`config.mk`:
```
export PLATFORM = sky130hd
export DESIGN_NAME = xcore_mem_arbiter
export DESIGN_NICKNAME = d
export VERILOG_FILES = /design/src/rtl/xcore_mem_arbiter.sv
export SDC_FILE = /design/constraint.sdc
export NUM_CORES = 1
export LEC_CHECK = 0
export CORE_MARGIN = 8
export CORE_UTILIZATION = 31
export DETAILED_ROUTE_END_ITERATION = 12
export PLACE_DENSITY = 0.92
export SYNTH_ARGS = -nofsm -noshare
export SYNTH_HDL_FRONTEND = slang
export SYNTH_SLANG_ARGS = --single-unit
```
`constraint.sdc`:
```
create_clock -name clk -period 3.7 [get_ports clk]
set_input_delay 0.74 -clock clk [delete_from_list [all_inputs] [get_ports clk]]
set_output_delay 0.74 -clock clk [all_outputs]
set_load 0.02 [all_outputs]
```
`src/rtl/xcore_mem_arbiter.sv`:
```
// xcore_mem_arbiter: shares one single-port, 1-cycle-latency synchronous
// memory between NUM_M bus masters. The grant is combinational and is
// decided in the same cycle as the request. Burst lock ownership,
// starvation counters and read-response routing are registered.
// Optional feature macro: XCORE_ARB_RR_EN. When it is defined, base
// priority is round-robin; otherwise it is fixed (lowest index wins).
module xcore_mem_arbiter #(
  parameter int NUM_M      = 3,
  parameter int ADDR_W     = 14,
  parameter int STARVE_LIM = 8
) (
  input  logic                    clk,
  input  logic                    rst,
  input  logic [NUM_M-1:0]        m_req,
  input  logic [NUM_M-1:0]        m_we,
  input  logic [NUM_M-1:0]        m_lock,
  input  logic [4*NUM_M-1:0]      m_be,
  input  logic [ADDR_W*NUM_M-1:0] m_addr,
  input  logic [32*NUM_M-1:0]     m_wdata,
  output logic [NUM_M-1:0]        m_gnt,
  output logic [NUM_M-1:0]        m_rvalid,
  output logic [31:0]             m_rdata,
  output logic                    mem_en,
  output logic                    mem_we,
  output logic [3:0]              mem_be,
  output logic [ADDR_W-1:0]       mem_addr,
  output logic [31:0]             mem_wdata,
  input  logic [31:0]             mem_rdata
);

  localparam int         IDX_W = (NUM_M > 1) ? $clog2(NUM_M) : 1;
  localparam logic [7:0] LIM   = 8'(STARVE_LIM);

  logic [7:0]       starve_cnt [NUM_M];
  logic [NUM_M-1:0] urgent;
  logic             lock_vld;
  logic [IDX_W-1:0] lock_own;
  logic             gnt_hit;
  logic [IDX_W-1:0] gnt_idx;
  logic [NUM_M-1:0] rvld_p1;
`ifdef XCORE_ARB_RR_EN
  logic [IDX_W-1:0] rr_ptr;
  logic             lock_cont;
`endif

  // Grant decision: lock continuation, then the lowest-index urgent master,
  // then base priority. The grant is forced to zero while in reset.
  always_comb begin
    m_gnt   = '0;
    gnt_hit = 1'b0;
    gnt_idx = '0;
    urgent  = '0;
`ifdef XCORE_ARB_RR_EN
    lock_cont = 1'b0;
`endif
    for (int i = 0; i < NUM_M; i++) begin
      urgent[i] = m_req[i] && (starve_cnt[i] == LIM);
    end
    if (!rst) begin
      if (lock_vld && m_req[lock_own]) begin
        gnt_hit = 1'b1;
        gnt_idx = lock_own;
`ifdef XCORE_ARB_RR_EN
        lock_cont = 1'b1;
`endif
      end else if (|urgent) begin
        // Scan downward so that the last hit is the lowest index.
        for (int i = NUM_M - 1; i >= 0; i--) begin
          if (urgent[i]) begin
            gnt_hit = 1'b1;
            gnt_idx = IDX_W'(i);
          end
        end
      end else begin
`ifdef XCORE_ARB_RR_EN
        // Scan offsets downward so that the last hit is closest to rr_ptr.
        for (int k = NUM_M - 1; k >= 0; k--) begin
          if (m_req[(int'(rr_ptr) + k) % NUM_M]) begin
            gnt_hit = 1'b1;
            gnt_idx = IDX_W'((int'(rr_ptr) + k) % NUM_M);
          end
        end
`else
        for (int i = NUM_M - 1; i >= 0; i--) begin
          if (m_req[i]) begin
            gnt_hit = 1'b1;
            gnt_idx = IDX_W'(i);
          end
        end
`endif
      end
      if (gnt_hit) begin
        m_gnt[gnt_idx] = 1'b1;
      end
    end
  end

  // Memory-side mux: OR in the fields of the granted master; the outputs are all zero when idle.
  always_comb begin
    mem_we    = 1'b0;
    mem_be    = '0;
    mem_addr  = '0;
    mem_wdata = '0;
    for (int i = 0; i < NUM_M; i++) begin
      if (m_gnt[i]) begin
        mem_we    = mem_we | m_we[i];
        mem_be    = mem_be | m_be[4*i +: 4];
        mem_addr  = mem_addr | m_addr[ADDR_W*i +: ADDR_W];
        mem_wdata = mem_wdata | m_wdata[32*i +: 32];
      end
    end
  end

  assign mem_en   = |m_gnt;
  assign m_rdata  = mem_rdata;
  assign m_rvalid = rvld_p1;

  // ---- stage p0 -> p1: read-response routing follows the memory latency ----
  // Remember which master issued the read so its valid lines up with mem_rdata.
  always_ff @(posedge clk) begin
    if (rst) begin
      rvld_p1 <= '0;
    end else begin
      rvld_p1 <= m_gnt & ~m_we;
    end
  end

  // Per-master starvation counters: count denied requests and saturate at the limit.
  always_ff @(posedge clk) begin
    for (int i = 0; i < NUM_M; i++) begin
      if (rst) begin
        starve_cnt[i] <= '0;
      end else if (m_req[i] && !m_gnt[i]) begin
        if (starve_cnt[i] != LIM) begin
          starve_cnt[i] <= starve_cnt[i] + 8'd1;
        end
      end else begin
        starve_cnt[i] <= '0;
      end
    end
  end

  // Burst lock: a new locked grant takes ownership; the owner dropping m_req or m_lock releases it.
  always_ff @(posedge clk) begin
    if (rst) begin
      lock_vld <= 1'b0;
      lock_own <= '0;
    end else if (gnt_hit && m_lock[gnt_idx]) begin
      lock_vld <= 1'b1;
      lock_own <= gnt_idx;
    end else if (lock_vld && (!m_req[lock_own] || (m_gnt[lock_own] && !m_lock[lock_own]))) begin
      lock_vld <= 1'b0;
    end
  end

`ifdef XCORE_ARB_RR_EN
  // Round-robin pointer: after a fresh (non-continuation) grant, it moves to the index past the winner.
  always_ff @(posedge clk) begin
    if (rst) begin
      rr_ptr <= '0;
    end else if (gnt_hit && !lock_cont) begin
      if (gnt_idx == IDX_W'(NUM_M - 1)) begin
        rr_ptr <= '0;
      end else begin
        rr_ptr <= gnt_idx + IDX_W'(1);
      end
    end
  end
`endif

endmodule

```
==> results of run 1 <==
## where the power goes
group	internal, W	switching, W	total, W	leakage [nW]
combinational	0.000379	0.000281	0.000660	1.95
sequential	0.000367	0.00000662	0.000374	0.343
clock	0.000129	0.000138	0.000268	0.0426
## cells in the mapped netlist, types with 2 or more instances
master	number	area [um2]
nand2_1	55	206.5
mux2i_1	54	540.5
o21ai_1	51	255.2
buf_4	33	247.7
edfxtp_1	24	720.7
nor2_1	22	82.58
nand3_1	16	80.08
xor2_1	14	122.6
inv_1	13	48.80
buf_2	9	45.04
nor2_2	8	50.05
clkbuf_1	7	26.28
dfxtp_1	6	120.1
ha_1	6	75.07
and3_1	5	31.28
nor3_1	4	20.02
xnor2_1	4	35.03
buf_1	3	11.26
nor2b_1	3	18.77
a21oi_1	2	10.01
a31oi_1	2	12.51
nor4b_4	2	47.55
o211ai_1	2	15.01
o21ai_0	2	10.01
or4b_1	2	20.02
## placed cells by master (no fill, tap or decap), drive strengths merged, types with 2 or more instances in the layout
| master | n |
|---|---|
| or4b | 2 |
| buf | 108 |
| clkinv | 2 |
| and3 | 5 |
| clkbuf | 6 |
| nor2 | 30 |
| edfxtp | 24 |
| xor2 | 14 |
| nand2 | 55 |
| a31oi | 2 |
| o211ai | 2 |
| inv | 14 |
| nor4b | 2 |
| mux2i | 54 |
| nand2b | 2 |
| nand3 | 16 |
| nor3 | 4 |
| dfxtp | 6 |
| ha | 6 |
| nor2b | 3 |
| clkdlybuf4s50 | 164 |
| xnor2 | 4 |
| a21oi | 2 |
| o21ai | 53 |
## kinds of logic after synthesis
group	Yosys count
buf+inv	66
flops	30
xor+xnor	18
simple gates	126
fa+ha+maj	6
mux	55
compound gates	65
## tightest hold or removal path: cells and delay by family, from the launching register on
family                 cells  cell delay (ns)
AOI/OAI and AO/OA          1             0.06
buffers and inverters      1             0.09
DFF                        1             0.38
## stage by stage
stage,hold WS (ns),total power (W),std cells,instance area (um2)
detailed placement,0.5248,0.0009779,687,5371
global placement,0.5056,0.0009685,687,5371
global route,0.6145,0.001356,730,5847
CTS,0.5475,0.001275,727,5748
floorplan,0.4815,0.0006468,366,3014
finish,0.5760,0.001301,730,5847
## path summary, 6_finish.rpt
check | endpoint
worst max-delay path | mem_wdata[21]
worst min-delay path | lock_own[1]
worst max register to register | starve_cnt[0][7]
worst min register to register | lock_own[1]
## what timing repair did
item	in CTS	in global routing
endpoints found under the setup margin	51	56
pin swaps	5	11
endpoints found under the hold margin	0	0
resized for setup	179	60
gates cloned	3	0
buffers inserted	30	6
## area by class of cell
| cell class | instances | area [um2] |
|---|---|---|
| Inverter | 14 | 52.55 |
| Clock inverter | 2 | 8.758 |
| Tap cell | 133 | 166.4 |
| Clock buffer | 6 | 72.57 |
| Fill cell | 821 | 3747 |
| Multi-Input combinational cell | 270 | 1953 |
| Sequential cell | 30 | 840.8 |
| Timing Repair Buffer | 275 | 2753 |
## registers in the layout (all words and copies together), names as in the netlist
| name | cells |
|---|---|
| starve_cnt | 24 |
| m_rvalid | 3 |
| lock_own | 2 |
| lock_vld | 1 |
## metal layers
layer,GRT usage (%),part of all wire (%),routed length [um]
met2,42.10,56,8516
met1,19.46,32,4867
met5,0,0,0
met4,8.784,3.2,482
met3,7.911,8.7,1318
==> impl_metrics.tcl, run 1 <==
set metrics [dict create \
    synth_top_family_by_area "simple AND/OR/NAND/NOR gates" \
    cts.htree.levels 2 \
    synth.area.mux_share_pct 18.31 \
    rows 36 \
    cp_num_cells 12 \
    ant_nets 0 \
    setup_viol 7 \
    rrSetupSlack_ns 0.07 \
    yosysUniqueCellTypes 42 \
    drt_iter0_drc 207 \
    outcome "finished with violations" \
    grt.overflow.total 0 \
    cts_inserted_buffers 5 \
    max_slew_margin_pct 65.51 \
    yosys.area_share.simple_pct 20.88 \
    first_pass_iters 4 \
    cts_root_buf "clkbuf_8" \
    avgSynthCellArea_um2 8.235 \
    gp_congestion 0.8679 \
    max_freq_ghz 0.2649 \
    cts.clk_slew.worst_paths_ns 0.07 \
    leakagePower_nw 2.340 \
    setup_ws_ns -0.07474 \
    grt_max_degree 24 \
    via_count 3602 \
    mappedNetlistArea_um2 3014 \
    hold_buffers 0 \
    finalCritPeriodShare_pct 102.0 \
    clock_path_buffers 2 \
    place_ws_ns -0.4992 \
    critPathBufInv 5 \
    r2r_cells 25 \
    startpoint "starve_cnt[0][1]" \
    slowest_delay_ns 0.46 \
    worst_slew_pin_slew_ns 0.5094 \
    violations "negative setup slack" \
    min-delay-start "lock_own[1]" \
    drv_slew 0 \
    synthArstFlopShare_pct 0 \
    detail_route.wl_per_cell_um 20.80 \
    cp_cell_sequence "inv_2, ha_4, or4b_4, nor4b_4, o2bb2ai_2, o32ai_4, buf_6, buf_16, buf_8, mux2i_4, o21ai_2, buf_12" \
    yosysWarnings 0 \
    insertion_delay_ns 0.30 \
    dpl.hpwl_um 11630 \
    viasPerCell 4.934 \
    maxCapViolCount 0 \
    yosysSeqAreaShare_pct 27.90 \
    r2r_start "starve_cnt[0][0]" \
    synth_edf_count 24 \
    finalNetCount 795 \
    die_w_um 114.6 \
    cp_max_fo 5 \
    antenna_found_initial 0 \
    start_util_pct 31.42 \
    fp.dieH_um 114.6 \
    post-route-util_pct 60.94 \
    synthAdderAreaFrac_pct 2.491 \
    grt_pass1_vias 3976 \
    dieArea_um2 13130 \
    grtUsageTotal_pct 21.59 \
    crit_required_ns 2.96 \
    fin_worst_skew_ns 0.01016 \
    power_density_nw_per_um2 222.5 \
    grt_pass1_wl_um 21590 \
    synth_seq_cells 30 \
    slowest_stage "or4b_4" \
    synth_compound_area_share_pct 12.49 \
    netlist_instances 366 \
    arrival_ns 3.03 \
    period_needed_ns 3.775 \
    synth-xor-area-share_pct 5.230 \
    hold_viol 0 \
    routed_wl_um 15190 \
    synthToLayoutAreaGrowth_pct 93.98 \
    vdd_drop_max_uv 119.2 \
    cts_tree "done" \
    tns_ns -0.1696 \
    start_kind "flop" \
    crit_type "flop to primary output" \
    core_area_um2 9594 \
    synthFlopType "edfxtp_1" \
    drc 0 \
    whs_path_depth 2 \
    rsz0062_at_grt "yes" \
    drive_gt1_share_pct 26.97 \
    cp_top_family "simple AND/OR/NAND/NOR gates" \
    ioPinCount 283 \
    cts.sinks 30 \
    diodes 0 \
    hold_class "flop to flop" \
    crit_path_end_kind "primary output" \
    io_buffers 218 \
    syn-num-nets 565 \
]
Note: power is estimated with default switching activity, not from simulation.
==> run 2, diff against run 1 <==
--- a/config.mk
+++ b/config.mk
@@ -5,10 +5,11 @@
 export SDC_FILE = /design/constraint.sdc
 export NUM_CORES = 1
 export LEC_CHECK = 0
-export CORE_MARGIN = 8
-export CORE_UTILIZATION = 31
+export CORE_AREA = 8 8 104 106
 export DETAILED_ROUTE_END_ITERATION = 12
-export PLACE_DENSITY = 0.92
+export DIE_AREA = 0 0 112 114
+export DONT_BUFFER_PORTS = 1
+export PLACE_DENSITY = 0.57
 export SYNTH_ARGS = -nofsm -noshare
 export SYNTH_HDL_FRONTEND = slang
 export SYNTH_SLANG_ARGS = --single-unit
==> run 2 against run 1 <==
Net effect:
- the run now ends clean
- non-clock buffer count fell by 217
- cell count fell by 33%
- critical endpoint is now mem_wdata[5]
- register-to-register slack improved by 0.33 ns
- highest routed layer unchanged
- fmax rose by 5.6%
- clock power rose by 56%
==> impl_metrics.tcl, run 2 (synthesized netlist as in run 1, its figures left out) <==
set metrics [dict create \
    outcome "finished, final reports clean" \
    dr_wl_met2_um 6053 \
    ioPinCount 283 \
    hold_buffers 0 \
    start_kind "flop" \
    drv_slew 0 \
    fin_worst_skew_ns 0.007793 \
    detail_route.wl_per_cell_um 23.47 \
    drive_gt1_share_pct 26.84 \
    start_util_pct 33.09 \
    max_freq_ghz 0.2798 \
    rows 35 \
    largest_register "starve_cnt" \
    final_cells 491 \
    placed_area_um2 3162 \
    wl_met3_um 1199 \
    grt_pass1_vias 2657 \
    ant_nets 0 \
    max_slew_margin_pct 64.98 \
    rrSetupSlack_ns 0.40 \
    cp_cell_sequence "inv_1, ha_1, or4b_4, nor4b_4, o2bb2ai_2, o32ai_4, buf_6, mux2i_1, o21ai_1" \
    top_layer "met4" \
    leakagePower_nw 1.371 \
    power_density_nw_per_um2 318.0 \
    clock_path_buffers 2 \
    setup_viol 0 \
    slowest_delay_ns 0.46 \
    final_common_cell "nand2_1" \
    crit_required_ns 2.96 \
    tns_ns 0 \
    die_w_um 112 \
    final_area_um2 3548 \
    crit_path_end_kind "primary output" \
    finalCritPeriodShare_pct 96.59 \
    power.total_w 0.001128 \
    crit_type "flop to primary output" \
    routed_wl_um 11530 \
    fp.dieH_um 114 \
    dpl.hpwl_um 9442 \
    slowest_stage "or4b_4" \
    min-delay-start "m_we[0]" \
    cp_max_fo 26 \
    worstHoldEndpoint "m_rvalid[0]" \
    placedCellCount 466 \
    io_buffers 0 \
    cts.clk_slew.worst_paths_ns 0.07 \
    final_cell_mix "nand2_1, mux2i_1, buf_4, o21ai_1, edfxtp_1" \
    cts.sinks 30 \
    finalNetCount 578 \
    insertion_delay_ns 0.28 \
    viasPerCell 5.525 \
    diodes 0 \
    largest_reg_flops 24 \
    grt_max_degree 27 \
    synthToLayoutAreaGrowth_pct 17.73 \
    rr_endpoint "starve_cnt[1][2]" \
    antenna_found_initial 0 \
    via_count 2713 \
    first_pass_iters 4 \
    whs_path_depth 1 \
    routedLengthMet1_um 4184 \
    fill_cells 908 \
    drc 0 \
    whs_ns 0.5195 \
    r2r_cells 11 \
    grt_pass1_wl_um 16110 \
    drt_iter0_drc 150 \
    vdd_drop_max_uv 120.4 \
    maxCapViolCount 0 \
    period_needed_ns 3.574 \
    hold_viol 0 \
    hold_class "input port to flop" \
    grt.overflow.total 0 \
    arrival_ns 2.83 \
    worst_slew_pin_slew_ns 0.5172 \
    cts_tree "done" \
    dieArea_um2 12770 \
    core_area_um2 9109 \
    cts_root_buf "clkbuf_8" \
    gp_congestion 0.7891 \
    grtUsageTotal_pct 16.31 \
    cts_inserted_buffers 5 \
    r2r_start "starve_cnt[2][0]" \
    cts.htree.levels 2 \
]
==> run 2: cell count changes in the layout (fill, tap and decap cells not counted), sizes merged, moves of 2 or more <==
cell	before	now
clkdlybuf4s50	164	0
clkinv	2	0
buf	108	57
bufinv	0	2
==> run 2: metal layers <==
| metal | track usage, % | vias up |
|---|---|---|
| met5 | 0 | - |
| met4 | 3.237 | 0 |
| met3 | 7.448 | 8 |
| met2 | 29.77 | 188 |
| met1 | 16.91 | 1238 |
| li1 | - | 1279 |
==> run 2: timing repair <==
action / CTS / global route
pin swaps: 0 / 3
gates cloned: 1 / 2
buffers inserted: 0 / 14
setup endpoints to repair: 12 / 50
gates resized for setup: 9 / 14
==> run 2: final cells by class <==
cell class	count	area, um2	share of cell area, %
Clock buffer	6	82.58	2.327
Timing Repair Buffer	58	501.7	14.14
Multi-Input combinational cell	270	1872	52.75
Sequential cell	30	840.8	23.70
Inverter	14	52.55	1.481
Clock inverter	2	60.06	1.693
Tap cell	111	138.9	3.914
==> run 2: critical path: cells and delay by family, from the launching register on <==
family / cells / cell delay, ns
AO/OA/AOI/OAI: 3 / 0.75
adder cells (fa/ha/maj): 1 / 0.14
buffers and inverters: 2 / 0.33
flip-flops: 1 / 0.43
multiplexers: 1 / 0.14
AND/OR/NAND/NOR: 2 / 0.74
==> run 2: how the worst max path moves through the flow <==
stage	start	end	slack (ns)
after floorplan	starve_cnt[2][0]	mem_addr[10]	0.34
after global placement	starve_cnt[2][0]	mem_addr[9]	0.32
after detailed placement	m_req[1]	mem_wdata[9]	0.24
after CTS	starve_cnt[0][0]	mem_wdata[5]	0.0002
after global routing	starve_cnt[2][0]	mem_addr[0]	-0.03
final	starve_cnt[0][0]	mem_wdata[5]	0.13
==> run 2: report_power, final <==
group	total, W	internal (W)	switching, W	leakage (nW)
sequential	0.000375	0.000367	0.00000819	0.343
clock	0.000417	0.000287	0.000130	0.0714
combinational	0.000336	0.000134	0.000202	0.956
total	0.00113	0.000788	0.000340	1.37
==> run 2: through the flow <==
step / utilization [%] / setup slack (ns)
2_1_floorplan: - / 0.3366
3_3_place_gp: 34.71 / 0.3215
3_5_place_dp: 34.71 / 0.2449
4_1_cts: 37.01 / 0.0001601
5_1_grt: 38.96 / -0.03179
6_report: 38.96 / 0.1262
